--- config.mk ---
export PLATFORM = sky130hd
export DESIGN_NAME = tick_counter_flat
export DESIGN_NICKNAME = d
export VERILOG_FILES = /design/src/rtl/tick_counter_if.sv /design/src/rtl/tick_counter.sv /design/src/flat_wrapper.sv
export SDC_FILE = /design/constraint.sdc
export NUM_CORES = 1
export LEC_CHECK = 0
export CAP_MARGIN = 20
export CORE_MARGIN = 2
export CORE_UTILIZATION = 53
export DETAILED_ROUTE_END_ITERATION = 8
export PLACE_DENSITY = 0.83
export SLEW_MARGIN = 10
export SYNTH_ARGS = -nofsm -noshare
export SYNTH_HDL_FRONTEND = slang
export SYNTH_SLANG_ARGS = --single-unit
--- constraint.sdc ---
create_clock -name i_clk -period 3.8 [get_ports i_clk]
set_clock_uncertainty 0.05 [all_clocks]
set_input_delay 0.57 -clock i_clk [delete_from_list [all_inputs] [get_ports i_clk]]
set_output_delay 0.57 -clock i_clk [all_outputs]
set_load 0.01 [all_outputs]
--- src/rtl/tick_counter_if.sv ---
// Control/status bundle for tick_counter: run controls and load/limit in, count and pulses out.
interface tick_counter_if #(
  parameter int unsigned WIDTH = 32
);
  logic             i_enable;
  logic             i_dir;
  logic             i_load;
  logic [WIDTH-1:0] i_load_value;
  logic [WIDTH-1:0] i_limit;
  logic [WIDTH-1:0] o_counter;
  logic             o_tick;
  logic             o_led;

  modport master (
    output i_enable, i_dir, i_load, i_load_value, i_limit,
    input  o_counter, o_tick, o_led
  );

  modport slave (
    input  i_enable, i_dir, i_load, i_load_value, i_limit,
    output o_counter, o_tick, o_led
  );
endinterface

--- src/rtl/tick_counter.sv ---
// Up/down counter with programmable terminal value, terminal tick pulse and toggling LED.
// Define TICK_COUNTER_PRESCALER_EN to build the PRESCALE step divider; otherwise step = i_enable.
module tick_counter #(
  parameter int unsigned WIDTH    = 32,
  parameter int unsigned PRESCALE = 100000,
  parameter int unsigned SATURATE = 0
) (
  input logic           i_clk,
  input logic           i_reset,
  tick_counter_if.slave bus
);

  if (WIDTH < 2) begin : g_bad_width
    $error("tick_counter: WIDTH must be at least 2");
  end
  if (PRESCALE < 1) begin : g_bad_prescale
    $error("tick_counter: PRESCALE must be at least 1");
  end

  logic [WIDTH-1:0] counter_q, counter_d;
  logic             tick_q, tick_d;
  logic             led_q, led_d;
  logic             sat_q, sat_d;
  logic             dir_q, dir_d;
  logic             step;

`ifdef TICK_COUNTER_PRESCALER_EN
  localparam int unsigned PsW = (PRESCALE > 1) ? $clog2(PRESCALE) : 1;
  localparam logic [PsW-1:0] PsLast = PsW'(PRESCALE - 1);

  logic [PsW-1:0] ps_q, ps_d;

  always_comb begin
    step = bus.i_enable && (ps_q == PsLast);
    ps_d = ps_q;
    if (bus.i_load) begin
      ps_d = '0;
    end else if (bus.i_enable) begin
      ps_d = step ? '0 : ps_q + PsW'(1);
    end
  end

  always_ff @(posedge i_clk or posedge i_reset) begin
    if (i_reset) begin
      ps_q <= '0;
    end else begin
      ps_q <= ps_d;
    end
  end
`else
  assign step = bus.i_enable;
`endif

  logic dir_chg;
  logic sat_eff;
  logic at_term;

  always_comb begin
    // A direction change seen while running releases a saturated counter.
    dir_chg   = bus.i_enable && (bus.i_dir != dir_q);
    sat_eff   = sat_q && !dir_chg;
    at_term   = bus.i_dir ? (counter_q >= bus.i_limit) : (counter_q == '0);
    counter_d = counter_q;
    tick_d    = 1'b0;
    led_d     = led_q;
    sat_d     = sat_eff;
    dir_d     = bus.i_enable ? bus.i_dir : dir_q;
    if (bus.i_load) begin
      counter_d = bus.i_load_value;
      sat_d     = 1'b0;
    end else if (step && !sat_eff) begin
      if (at_term) begin
        tick_d = 1'b1;
        led_d  = ~led_q;
        if (SATURATE != 0) begin
          sat_d = 1'b1;
        end else begin
          counter_d = bus.i_dir ? '0 : bus.i_limit;
        end
      end else begin
        counter_d = bus.i_dir ? counter_q + WIDTH'(1) : counter_q - WIDTH'(1);
      end
    end
  end

  always_ff @(posedge i_clk or posedge i_reset) begin
    if (i_reset) begin
      counter_q <= '0;
      tick_q    <= 1'b0;
      led_q     <= 1'b0;
      sat_q     <= 1'b0;
      dir_q     <= 1'b0;
    end else begin
      counter_q <= counter_d;
      tick_q    <= tick_d;
      led_q     <= led_d;
      sat_q     <= sat_d;
      dir_q     <= dir_d;
    end
  end

  assign bus.o_counter = counter_q;
  assign bus.o_tick    = tick_q;
  assign bus.o_led     = led_q;

endmodule

--- src/flat_wrapper.sv ---
// flat-port wrapper written by rule: the top's interface ports become plain ports
module tick_counter_flat 
#(
  parameter int unsigned WIDTH    = 32,
  parameter int unsigned PRESCALE = 100000,
  parameter int unsigned SATURATE = 0
)
  (i_clk, i_reset, bus_i_enable, bus_i_dir, bus_i_load, bus_i_load_value, bus_i_limit, bus_o_counter, bus_o_tick, bus_o_led);
  tick_counter_if #(.WIDTH(WIDTH)) bus_i ();
  input logic i_clk;
  input logic i_reset;
  input wire logic [$bits(bus_i.i_enable)-1:0] bus_i_enable;
  input wire logic [$bits(bus_i.i_dir)-1:0] bus_i_dir;
  input wire logic [$bits(bus_i.i_load)-1:0] bus_i_load;
  input wire logic [$bits(bus_i.i_load_value)-1:0] bus_i_load_value;
  input wire logic [$bits(bus_i.i_limit)-1:0] bus_i_limit;
  output wire logic [$bits(bus_i.o_counter)-1:0] bus_o_counter;
  output wire logic [$bits(bus_i.o_tick)-1:0] bus_o_tick;
  output wire logic [$bits(bus_i.o_led)-1:0] bus_o_led;
  assign bus_i.i_enable = bus_i_enable;
  assign bus_i.i_dir = bus_i_dir;
  assign bus_i.i_load = bus_i_load;
  assign bus_i.i_load_value = bus_i_load_value;
  assign bus_i.i_limit = bus_i_limit;
  assign bus_o_counter = bus_i.o_counter;
  assign bus_o_tick = bus_i.o_tick;
  assign bus_o_led = bus_i.o_led;
  tick_counter #(.WIDTH(WIDTH), .PRESCALE(PRESCALE), .SATURATE(SATURATE)) u_core (.i_clk(i_clk), .i_reset(i_reset), .bus(bus_i));
endmodule
==> impl_metrics.tcl <==
set metrics [dict create \
    yosysMostFrequentCell "ha_1" \
    grt_max_degree 37 \
    crit_slowest_cell "clkdlybuf4s50_1" \
    multi_input_area_um2 3525 \
    hpwl_um 13060 \
    fp.coreArea_um2 8721 \
    cp_common_cell "a21oi_1" \
    drt_iter0_drc 452 \
    die_w_um 98.92 \
    p_switching_w 0.0009379 \
    place_area_um2 5993 \
    layout-drive-gt1-share_pct 8.311 \
    worst-path-buf-inv 3 \
    drtPass1Iterations 5 \
    rsz0062_at_grt "no" \
    utilization_pct 70.00 \
    slew_headroom_pct 42.92 \
    antenna_found_initial 0 \
    gr-total-overflow 0 \
    avgSynthCellArea_um2 7.615 \
    synth_area_leaders "dfrtp_1 (19%), ha_1 (16%), a21oi_1 (6.3%)" \
    ys_seq_area_share_pct 18.87 \
    yosys.area.top_type "dfrtp_1" \
    internal_power_w 0.001204 \
    seq_area_um2 900.9 \
    layoutNonFillerInstCount 842 \
    hold_viol 0 \
    hold_buffers 0 \
    finalWeightedCongestion 0.9957 \
    row_count 34 \
    hp-class "register to register" \
    num_vias 5466 \
    cts_root_buf "clkbuf_8" \
    cp-end-kind "register" \
    ant_nets 0 \
    n_fill_cell 727 \
    syn_nets 759 \
    critical_path_class "input pin to register" \
    grt_usage_pct 34.50 \
    cp-startpoint "bus_i_dir" \
    startpoint_type "input pin" \
    die_h_um 98.92 \
    grt_pass1_vias 5238 \
    cts_resized 0 \
    vdd.ir_drop.worst_mv 0.2375 \
    required_ns 3.94 \
    min_period_ns 3.581 \
    hold_depth 1 \
    synthDistinctLibCells 74 \
    placedCellCount 834 \
    yosys_warnings 0 \
    post-route-period-util_pct 94.25 \
    syn_to_final_growth_pct 27.86 \
    wirelength_um 16920 \
    finalSetupViolCount 0 \
    arrival_ns 3.72 \
    path_max_fanout 12 \
    cts_max_level 2 \
    p_comb_share_pct 58.3 \
    maxSlewViolCount 0 \
    path_cells "clkdlybuf4s50_1, inv_2, buf_4, ha_1, a21oi_1, o211ai_1, a21oi_1, o21ai_1, a221o_1, a31oi_1, mux2i_1, a21oi_1" \
    power.density_nw_per_um2 350.9 \
    boundaryPins 103 \
    cellLeakagePower_nw 2.726 \
    async_flop_share_pct 100.0 \
    synth_edf_count 0 \
    cts_tree "built" \
    outcome "finished, final reports clean" \
    drc_errors 0 \
    ys_dominant_reg_cell "dfrtp_1" \
    grt_first_pass_wirelength_um 27120 \
    timing.rr.start "u_core.bus.o_counter[0]" \
    ys_ff_latch 36 \
    placement.io_buffers 102 \
    nNetsFinal 865 \
    crit_family "compound AO/OA/AOI/OAI gates" \
    wl_per_cell_um 20.10 \
    n_antenna_cell 0 \
    worstMarginPinSlew_ns 0.8530 \
    drv_cap 0 \
    cp.depth 12 \
    cts_buffers 5 \
    yosysTopAreaCellShare_pct 18.87 \
    synth_common_cells "ha_1 (62), a21oi_1 (60), nand2_1 (59), nor2_1 (48), inv_1 (45)" \
    switching_share_pct 43.78 \
    syn_area_um2 4775 \
    path_clk_slew_ns 0.09 \
    cpPeakStageDelay_ns 0.44 \
    cts.sinks 36 \
    dieArea_um2 9784 \
    min-delay-start "u_core.bus.o_led" \
    seq_power_share_pct 24.6 \
    place_ws_ns -0.003312 \
    finalWorstSetupSlack_ns 0.2186 \
    via_per_inst 6.492 \
    worst_skew_pair.late_latency_ns 0.30 \
    fmax_mhz 279.2 \
    rr_worst_depth 11 \
    synth_cells 627 \
    cts_setup_buffers 0 \
    fin_area_um2 6105 \
    initial_utilization_pct 54.75 \
    clockPowerShare_pct 17.0 \
    clockBufferDepth 2 \
]
path summary, 6_finish.rpt:
check | to | slack (ns)
hold reg to reg | u_core.bus.o_led | 0.43
max in group asynchronous | u_core.bus.o_counter[7] | 2.68
setup / recovery | u_core.bus.o_counter[19] | 0.22
min in group asynchronous | u_core.bus.o_counter[4] | 0.64
hold / removal | u_core.bus.o_led | 0.43
setup reg to reg | u_core.bus.o_counter[20] | 0.65
through the flow:
stage / TNS (ns) / hold WS, ns / power (W)
2_1_floorplan: 0 / 0.4336 / 0.001296
3_3_place_gp: 0 / 0.4076 / 0.001727
3_5_place_dp: -0.003312 / 0.4134 / 0.001750
4_1_cts: 0 / 0.4265 / 0.002114
5_1_grt: 0 / 0.4493 / 0.002275
6_report: 0 / 0.4285 / 0.002142
state kept, by name, indices dropped and copies added (netlist names):
name / flops
u_core.sat_q: 1
u_core.dir_q: 1
u_core.bus.o_counter: 32
u_core.bus.o_tick: 1
u_core.bus.o_led: 1
layout by cell type, fill, tap and decap left out, types with 4 or more instances in the layout:
| master | n |
|---|---|
| a211oi_1 | 8 |
| a21o_1 | 17 |
| a21oi_1 | 60 |
| a311oi_1 | 12 |
| a31oi_1 | 7 |
| and2_1 | 6 |
| and3_1 | 4 |
| buf_4 | 32 |
| clkbuf_8 | 5 |
| clkdlybuf4s50_1 | 101 |
| dfrtp_1 | 36 |
| ha_1 | 62 |
| inv_1 | 45 |
| mux2i_1 | 4 |
| nand2_1 | 59 |
| nand2b_1 | 6 |
| nand3_1 | 12 |
| nand4_1 | 12 |
| nor2_1 | 48 |
| nor2b_1 | 4 |
| nor3_1 | 7 |
| nor4_1 | 10 |
| o211ai_1 | 7 |
| o21ai_0 | 37 |
| o21ai_1 | 10 |
| o21bai_1 | 7 |
| o22ai_1 | 4 |
| o311a_1 | 4 |
| o31ai_1 | 15 |
| or3_1 | 5 |
| xnor2_1 | 13 |
| xor2_1 | 10 |
routing by layer:
layer,GRT usage (%),wire [um],vias up
met5,0,0,-
met4,8.535,349,0
met3,4.965,1537,37
met2,55.09,7676,318
met1,49.17,7361,2563
li1,-,-,2548
worst reg2reg max path, stage by stage (launching register included):
cell	delay, ns
dfrtp_1	0.51
inv_1	0.11
ha_1	0.29
nand2b_1	0.15
a211oi_1	0.23
o21ai_1	0.14
a311o_1	0.45
a21oi_4	0.22
buf_4	0.21
o21ai_1	0.23
buf_4	0.26
o22ai_1	0.22
power by group through the flow:
stage / sequential (W) / combinational [W] / clock, W
floorplan: 0.000528 / 0.000768 / 0
global placement: 0.000531 / 0.00120 / 0
detailed placement: 0.000532 / 0.00122 / 0
CTS: 0.000525 / 0.00123 / 0.000364
global route: 0.000535 / 0.00137 / 0.000373
finish: 0.000528 / 0.00125 / 0.000364
cell type report:
class / count / area share (%)
inverters: 47 / 2.890
repair buffers: 134 / 20.58
well taps: 108 / 2.214
multi-input cells: 509 / 57.74
clock inverters: 3 / 0.6969
clock buffers: 5 / 1.127
flip-flops and latches: 36 / 14.76
cell families after synthesis:
family,after synthesis,synth area share [%]
buf+inv,82,7.311
mux,5,1.074
compound gates,233,33.15
flops,36,18.87
fa+ha+maj,63,16.67
xor+xnor,23,4.219
simple gates,185,18.71
No activity file was read; power rests on OpenSTA's default activity.
